<file path="src/rtl/arbitro_rr_multicanal_pkg.sv">
// Shared types and width helpers for the multichannel round-robin arbiter.
package arbitro_pkg;

  typedef enum logic {ST_IDLE = 1'b0, ST_SERVE = 1'b1} state_t;

  localparam logic MODE_RR   = 1'b0;
  localparam logic MODE_PRIO = 1'b1;

  // counter able to hold 0..n inclusive
  function automatic int cnt_w(input int n);
    return $clog2(n + 1);
  endfunction

  // index into n items, never narrower than one bit
  function automatic int idx_w(input int n);
    return (n > 1) ? $clog2(n) : 1;
  endfunction

endpackage

</file>
<file path="src/rtl/arbitro_rr_multicanal_rr_next_sel.sv">
// Next-channel finder: cyclic search from start (round-robin) or lowest index (priority).
module rr_next_sel
  import arbitro_pkg::*;
#(
  parameter int NUM_CH = 4,
  parameter int GW     = idx_w(NUM_CH)
)(
  input  logic [NUM_CH-1:0] avail,
  input  logic [GW-1:0]     start,
  input  logic              mode,
  output logic [GW-1:0]     idx,
  output logic              found
);

  logic [GW-1:0] j;

  always_comb begin
    idx   = '0;
    found = 1'b0;
    j     = '0;
    // walk from the far end so the nearest hit is the last one written
    for (int k = NUM_CH - 1; k >= 0; k--) begin
      j = (mode == MODE_PRIO) ? GW'(k) : GW'((int'(start) + k) % NUM_CH);
      if (avail[j]) begin
        idx   = j;
        found = 1'b1;
      end
    end
  end

endmodule

</file>
<file path="src/rtl/arbitro_rr_multicanal.sv">
// Drains NUM_CH show-ahead input FIFOs into one downstream FIFO with burst-limited
// round-robin or strict priority, tracking per-channel occupancy from push/pop traffic.
module arbitro_rr_multicanal
  import arbitro_pkg::*;
#(
  parameter int NUM_CH    = 4,
  parameter int DATA_W    = 10,
  parameter int DEPTH     = 8,
  parameter int MAX_BURST = 4
)(
  input  logic                     clk,
  input  logic                     reset_L,
  input  logic [NUM_CH-1:0]        push_in,
  input  logic [NUM_CH*DATA_W-1:0] data_in,
  input  logic                     down_almost_full,
  input  logic                     mode,
  output logic [NUM_CH-1:0]        pop,
  output logic                     push_out,
  output logic [DATA_W-1:0]        data_out,
  output logic [idx_w(NUM_CH)-1:0] grant_ch,
  output logic                     idle,
  output logic                     ovf_err
);

  localparam int CW = cnt_w(DEPTH);
  localparam int GW = idx_w(NUM_CH);
  localparam int BW = cnt_w(MAX_BURST);

  state_t                        state, state_nxt;
  logic [NUM_CH-1:0][CW-1:0]     count, count_nxt;
  logic [NUM_CH-1:0][DATA_W-1:0] head;
  logic [NUM_CH-1:0]             avail, ovf_hit;
  logic [BW-1:0]                 burst, burst_nxt;
  logic [GW-1:0]                 start, nxt_idx, sel;
  logic                          found, keep, issue;

  assign head = data_in;

  // the in-flight pop is already spoken for, so it does not count as available
  always_comb begin
    ovf_hit   = '0;
    count_nxt = '0;
    avail     = '0;
    for (int i = 0; i < NUM_CH; i++) begin
      ovf_hit[i]   = push_in[i] && (count[i] == CW'(DEPTH));
      count_nxt[i] = count[i] - CW'(pop[i]) + CW'(push_in[i] && !ovf_hit[i]);
      avail[i]     = (count[i] - CW'(pop[i])) != '0;
    end
  end

  // from IDLE the search includes the last grant; in SERVE it starts one past it
  always_comb begin
    start = grant_ch;
    if (state == ST_SERVE)
      start = (grant_ch == GW'(NUM_CH - 1)) ? '0 : grant_ch + 1'b1;
  end

  rr_next_sel #(.NUM_CH(NUM_CH), .GW(GW)) u_sel (
    .avail (avail),
    .start (start),
    .mode  (mode),
    .idx   (nxt_idx),
    .found (found)
  );

  always_ff @(posedge clk) begin
    if (!reset_L) state <= ST_IDLE;
    else          state <= state_nxt;
  end

  always_comb begin
    state_nxt = state;
    case (state)
      ST_IDLE:  if (found && !down_almost_full)  state_nxt = ST_SERVE;
      ST_SERVE: if (!found && !down_almost_full) state_nxt = ST_IDLE;
      default:  state_nxt = ST_IDLE;
    endcase
  end

  always_comb begin
    keep      = (state == ST_SERVE) && (mode == MODE_RR) && avail[grant_ch] &&
                (burst < BW'(MAX_BURST));
    issue     = !down_almost_full && found;
    sel       = keep ? grant_ch : nxt_idx;
    burst_nxt = burst;
    if (issue) begin
      if (keep || ((state == ST_SERVE) && (mode == MODE_PRIO) && (sel == grant_ch)))
        burst_nxt = (burst < BW'(MAX_BURST)) ? burst + 1'b1 : burst;
      else
        burst_nxt = BW'(1);
    end
  end

  always_ff @(posedge clk) begin
    if (!reset_L) begin
      count    <= '0;
      burst    <= '0;
      pop      <= '0;
      push_out <= 1'b0;
      data_out <= '0;
      grant_ch <= '0;
      idle     <= 1'b1;
      ovf_err  <= 1'b0;
    end else begin
      count    <= count_nxt;
      burst    <= burst_nxt;
      pop      <= issue ? (NUM_CH'(1) << sel) : '0;
      push_out <= issue;
      idle     <= !issue && (count_nxt == '0);
      ovf_err  <= ovf_err || (|ovf_hit);
      if (issue) begin
        data_out <= head[sel];
        grant_ch <= sel;
      end
    end
  end

endmodule

</file>
<file path="config.mk">
export PLATFORM = sky130hd
export DESIGN_NAME = arbitro_rr_multicanal
export DESIGN_NICKNAME = d
export VERILOG_FILES = /design/src/rtl/arbitro_rr_multicanal_pkg.sv /design/src/rtl/arbitro_rr_multicanal_rr_next_sel.sv /design/src/rtl/arbitro_rr_multicanal.sv
export SDC_FILE = /design/constraint.sdc
export NUM_CORES = 1
export LEC_CHECK = 0
export BUFFER_PORTS_ARGS = -buffer_cell sky130_fd_sc_hd__buf_2
export CORE_MARGIN = 4
export CORE_UTILIZATION = 35
export DETAILED_ROUTE_END_ITERATION = 8
export PLACE_DENSITY_LB_ADDON = 0.1
export SYNTH_ARGS = -nofsm -noshare
export SYNTH_HDL_FRONTEND = slang
export SYNTH_SLANG_ARGS = --single-unit
</file>
<file path="constraint.sdc">
create_clock -name clk -period 4.8 [get_ports clk]
set_input_delay 0.96 -clock clk [delete_from_list [all_inputs] [get_ports clk]]
set_output_delay 0.96 -clock clk [all_outputs]
set_load 0.01 [all_outputs]
</file>
==> impl_metrics.csv <==
group,metric,value,unit
run_status,status,"finished, final reports clean",
pwr,total_power,0.00259,W
final_layout,nets,438,
final_layout,final_cells,473,
floorplanning,fp.coreArea,7410,µm²
floorplanning,dieArea,9250,µm²
synthesis,synth_top_area_share,28.7,%
synthesis,synth_fa_ha_area_share,7.81,%
drt,post_drt_wl_per_cell,14.5,µm
clock_network,cts_tree,"yes",
placed_design,dpl.hpwl,5340,µm
drt,routed_wl,6860,µm
floorplanning,fp.dieH,96.2,µm
timing,maxSlewHeadroom,37.1,%
final_layout,n_antenna_cell,0,
timing,timing.final.crit_share,76.2,%
clock_network,cts-root-buf,"clkbuf_8",
clock_network,htreeDepth,2,
global_route,grt_usage,15.2,%
timing,drv_slew,0,
clock_network,clock_latency,0.30,ns
critical_path,critical_path_class,"reg2reg",
critical_path,critPathMaxFanout,25,
synthesis,ys_async_sr_fraction,0,%
floorplanning,ios,67,
drt,ant_nets,0,
synthesis,synth_area_leaders,"dfxtp_1, mux2i_1, ha_1",
synthesis,synth_seq_area_share,28.7,%
timing,worstMarginPinSlew,0.940,ns
synthesis,syn_nets,377,
synthesis,synth_area,2720,µm²
final_layout,regArea,781,µm²
drt,vias,2422,
clock_network,clk_path_buf_depth,2,
synthesis,ys.warnings.count,0,
critical_path,crit_required,5.00,ns
global_route,top_usage_layer,"met2",
worst_hold_path,worst_hold_path_type,"reg2reg",
synthesis,synth_compound_area_share,19.7,%
critical_path,critPathLaunchType,"register",
drt,via_per_inst,5.12,
placed_design,portBuffers,66,
final_layout,synthToLayoutAreaGrowth,18.8,%
floorplanning,fp.dieW,96.2,µm
synthesis,synth_simple_gate_area_share,22.2,%
global_route,met2_usage,23.2,%
timing,hold_violations,0,
synthesis,synthCells,312,
critical_path,arrival,3.86,ns
global_route,overflow,0,
timing,hold_ws,0.486,ns
global_route,grt_pass1_wl,11100,µm
clock_network,cts_buffers,5,
floorplanning,num_rows,31,
synthesis,synthMuxAreaShare,10.6,%
global_route,grt_pass1_vias,2358,
synthesis,synth_top_family_by_area,"simple AND/OR/NAND/NOR gates",
clock_network,cts_setup_buffers,0,
timing,max_freq,0.274,GHz
final_layout,layout-drive-gt1-share,26.7,%
global_route,grt_util_met3,3.75,%
synthesis,yosysTopAreaCell,"dfxtp_1",
placed_design,dp_cells,465,
timing,rsz0062_at_grt,"false",
timing,period_minus_slack,3.66,ns
drt,drt_iter0_drc,107,
synthesis,synthFlopType,"dfxtp_1",
critical_path,end_kind,"register",
clock_network,hold_buffers,0,
clock_network,clk_pin_slew_worst_paths,0.09,ns
clock_network,clock_sinks,39,
synthesis,synth_cell_types,63,
synthesis,synth-edff-count,0,
synthesis,avgSynthCellArea,8.73,µm²
timing,setup_violations,0,
pwr,ir_drop,0.000338,V
global_route,gr-usage-met1,20.9,%
floorplanning,initial_utilization,36.8,%
synthesis,ys_ff_latch,39,
global_route,grt_max_degree,26,
pwr,p_per_area,800,nW/µm²
clock_network,cts_resized,0,
pwr,p_leak,1.53,nW
timing,skew,0.0121,ns
timing,finalSetupTns,0,ns
drt,drc,0,
final_layout,n_fill_cell,731,
drt,drt_first_pass_iters,4,
final_layout,multi_input_area,1790,µm²
synthesis,synth-xor-area-share,5.47,%
flow_run,maxCapViolCount,0,
placed_design,finalWeightedCongestion,0.842,
global_route,antenna_found_initial,0,
-- stage by stage --
step                utilization (%)  cell area, µm²  setup slack (ns)
global route                   43.7            3240             0.789
CTS                            43.7            3240              1.10
global placement               42.0            3110              1.24
floorplan                         -            2720              1.65
finish                         43.7            3240              1.14
detailed placement             42.0            3110              1.15
-- where the power goes --
part	internal [W]	switching, W	total [W]
clock	0.000171	0.000127	0.000298
sequential	0.000440	0.0000965	0.000536
combinational	0.000763	0.000991	0.00175
total	0.00137	0.00121	0.00259
-- cell families (layout without fill, tap and decap cells) --
kind of cell	after synthesis	after routing
muxes	28	28
xor gates and xnor gates	17	17
buffers and inverters	34	96
DFF	39	39
AOI/OAI and AO/OA	66	66
adders and majority gates	17	17
and+or+nand+nor	111	111
-- Yosys cell counts (2+ instances only) --
cell type / count
nor2b_2: 2
xor2_1: 7
nor3_1: 4
a31oi_1: 3
nor2b_1: 11
a21oi_2: 2
and3_1: 5
nand4_1: 5
nor2_1: 24
a221oi_1: 10
dfxtp_1: 39
o31ai_1: 2
clkbuf_1: 8
xnor2_1: 10
buf_6: 2
inv_1: 21
o21ai_0: 12
o22ai_1: 2
nand2b_1: 3
o2111ai_2: 2
a21oi_1: 9
nand3b_1: 2
ha_1: 17
mux2_2: 3
o21a_1: 5
nor4_1: 3
nand2_1: 21
mux2i_1: 24
nor4b_1: 2
and2_1: 13
a22oi_1: 2
nand3_1: 6
-- per-layer routing --
layer  part of all wire (%)  routed length, µm  vias to the layer above
met5                      0                  0                        -
met4                    1.6                107                        0
met2                     43               2980                       59
met3                    5.5                377                        8
met1                     49               3400                     1110
li1                       -                  -                     1245
-- critical path, stage by stage (launching register included) --
cell and delay [ns]:
dfxtp_1 0.32, inv_1 0.05, ha_1 0.21, ha_1 0.30
inv_1 0.07, a2111oi_2 0.49, nand2_1 0.21, o41ai_2 0.35
or4_4 0.21, nand2_1 0.09, o21ai_4 0.76, mux2i_1 0.18
a221oi_1 0.32
-- state kept, by name, indices dropped and copies added (netlist names), named ones only --
name / cells
pop: 4
burst: 3
count: 16
ovf_err: 1
grant_ch: 2
idle: 1
data_out: 10
push_out: 1
-- placed cells by master (no fill, tap or decap), drive strengths merged, types with 3 or more instances in the layout --
master	count
clkbuf	6
ha	17
and2	15
buf	67
nor4	3
xnor2	10
a21oi	11
and3	5
nand4	5
nor2	25
nor3	4
a31oi	3
mux2i	24
nand2	21
dfxtp	39
a221oi	10
xor2	7
nand2b	3
o21ai	14
nand3	6
o21a	5
nor2b	14
inv	22
mux2	4
-- area by class of cell --
cell class / instances / share of cell area [%]
sequential: 39 / 24.1
timing repair buffer: 67 / 10.4
clock inverter: 2 / 1.20
clock buffer: 6 / 2.55
inverter: 21 / 2.44
tap: 99 / 3.83
multi-input combinational: 239 / 55.4
-- final timing paths --
path / start / end / slack, ns / cells after the start
min reg2reg: burst[0] / burst[0] / 0.49 / 2
min: burst[0] / burst[0] / 0.49 / 2
max: count[8] / data_out[9] / 1.14 / 12
max reg2reg: count[8] / data_out[9] / 1.14 / 12
Power figures use the tool's default switching activity.
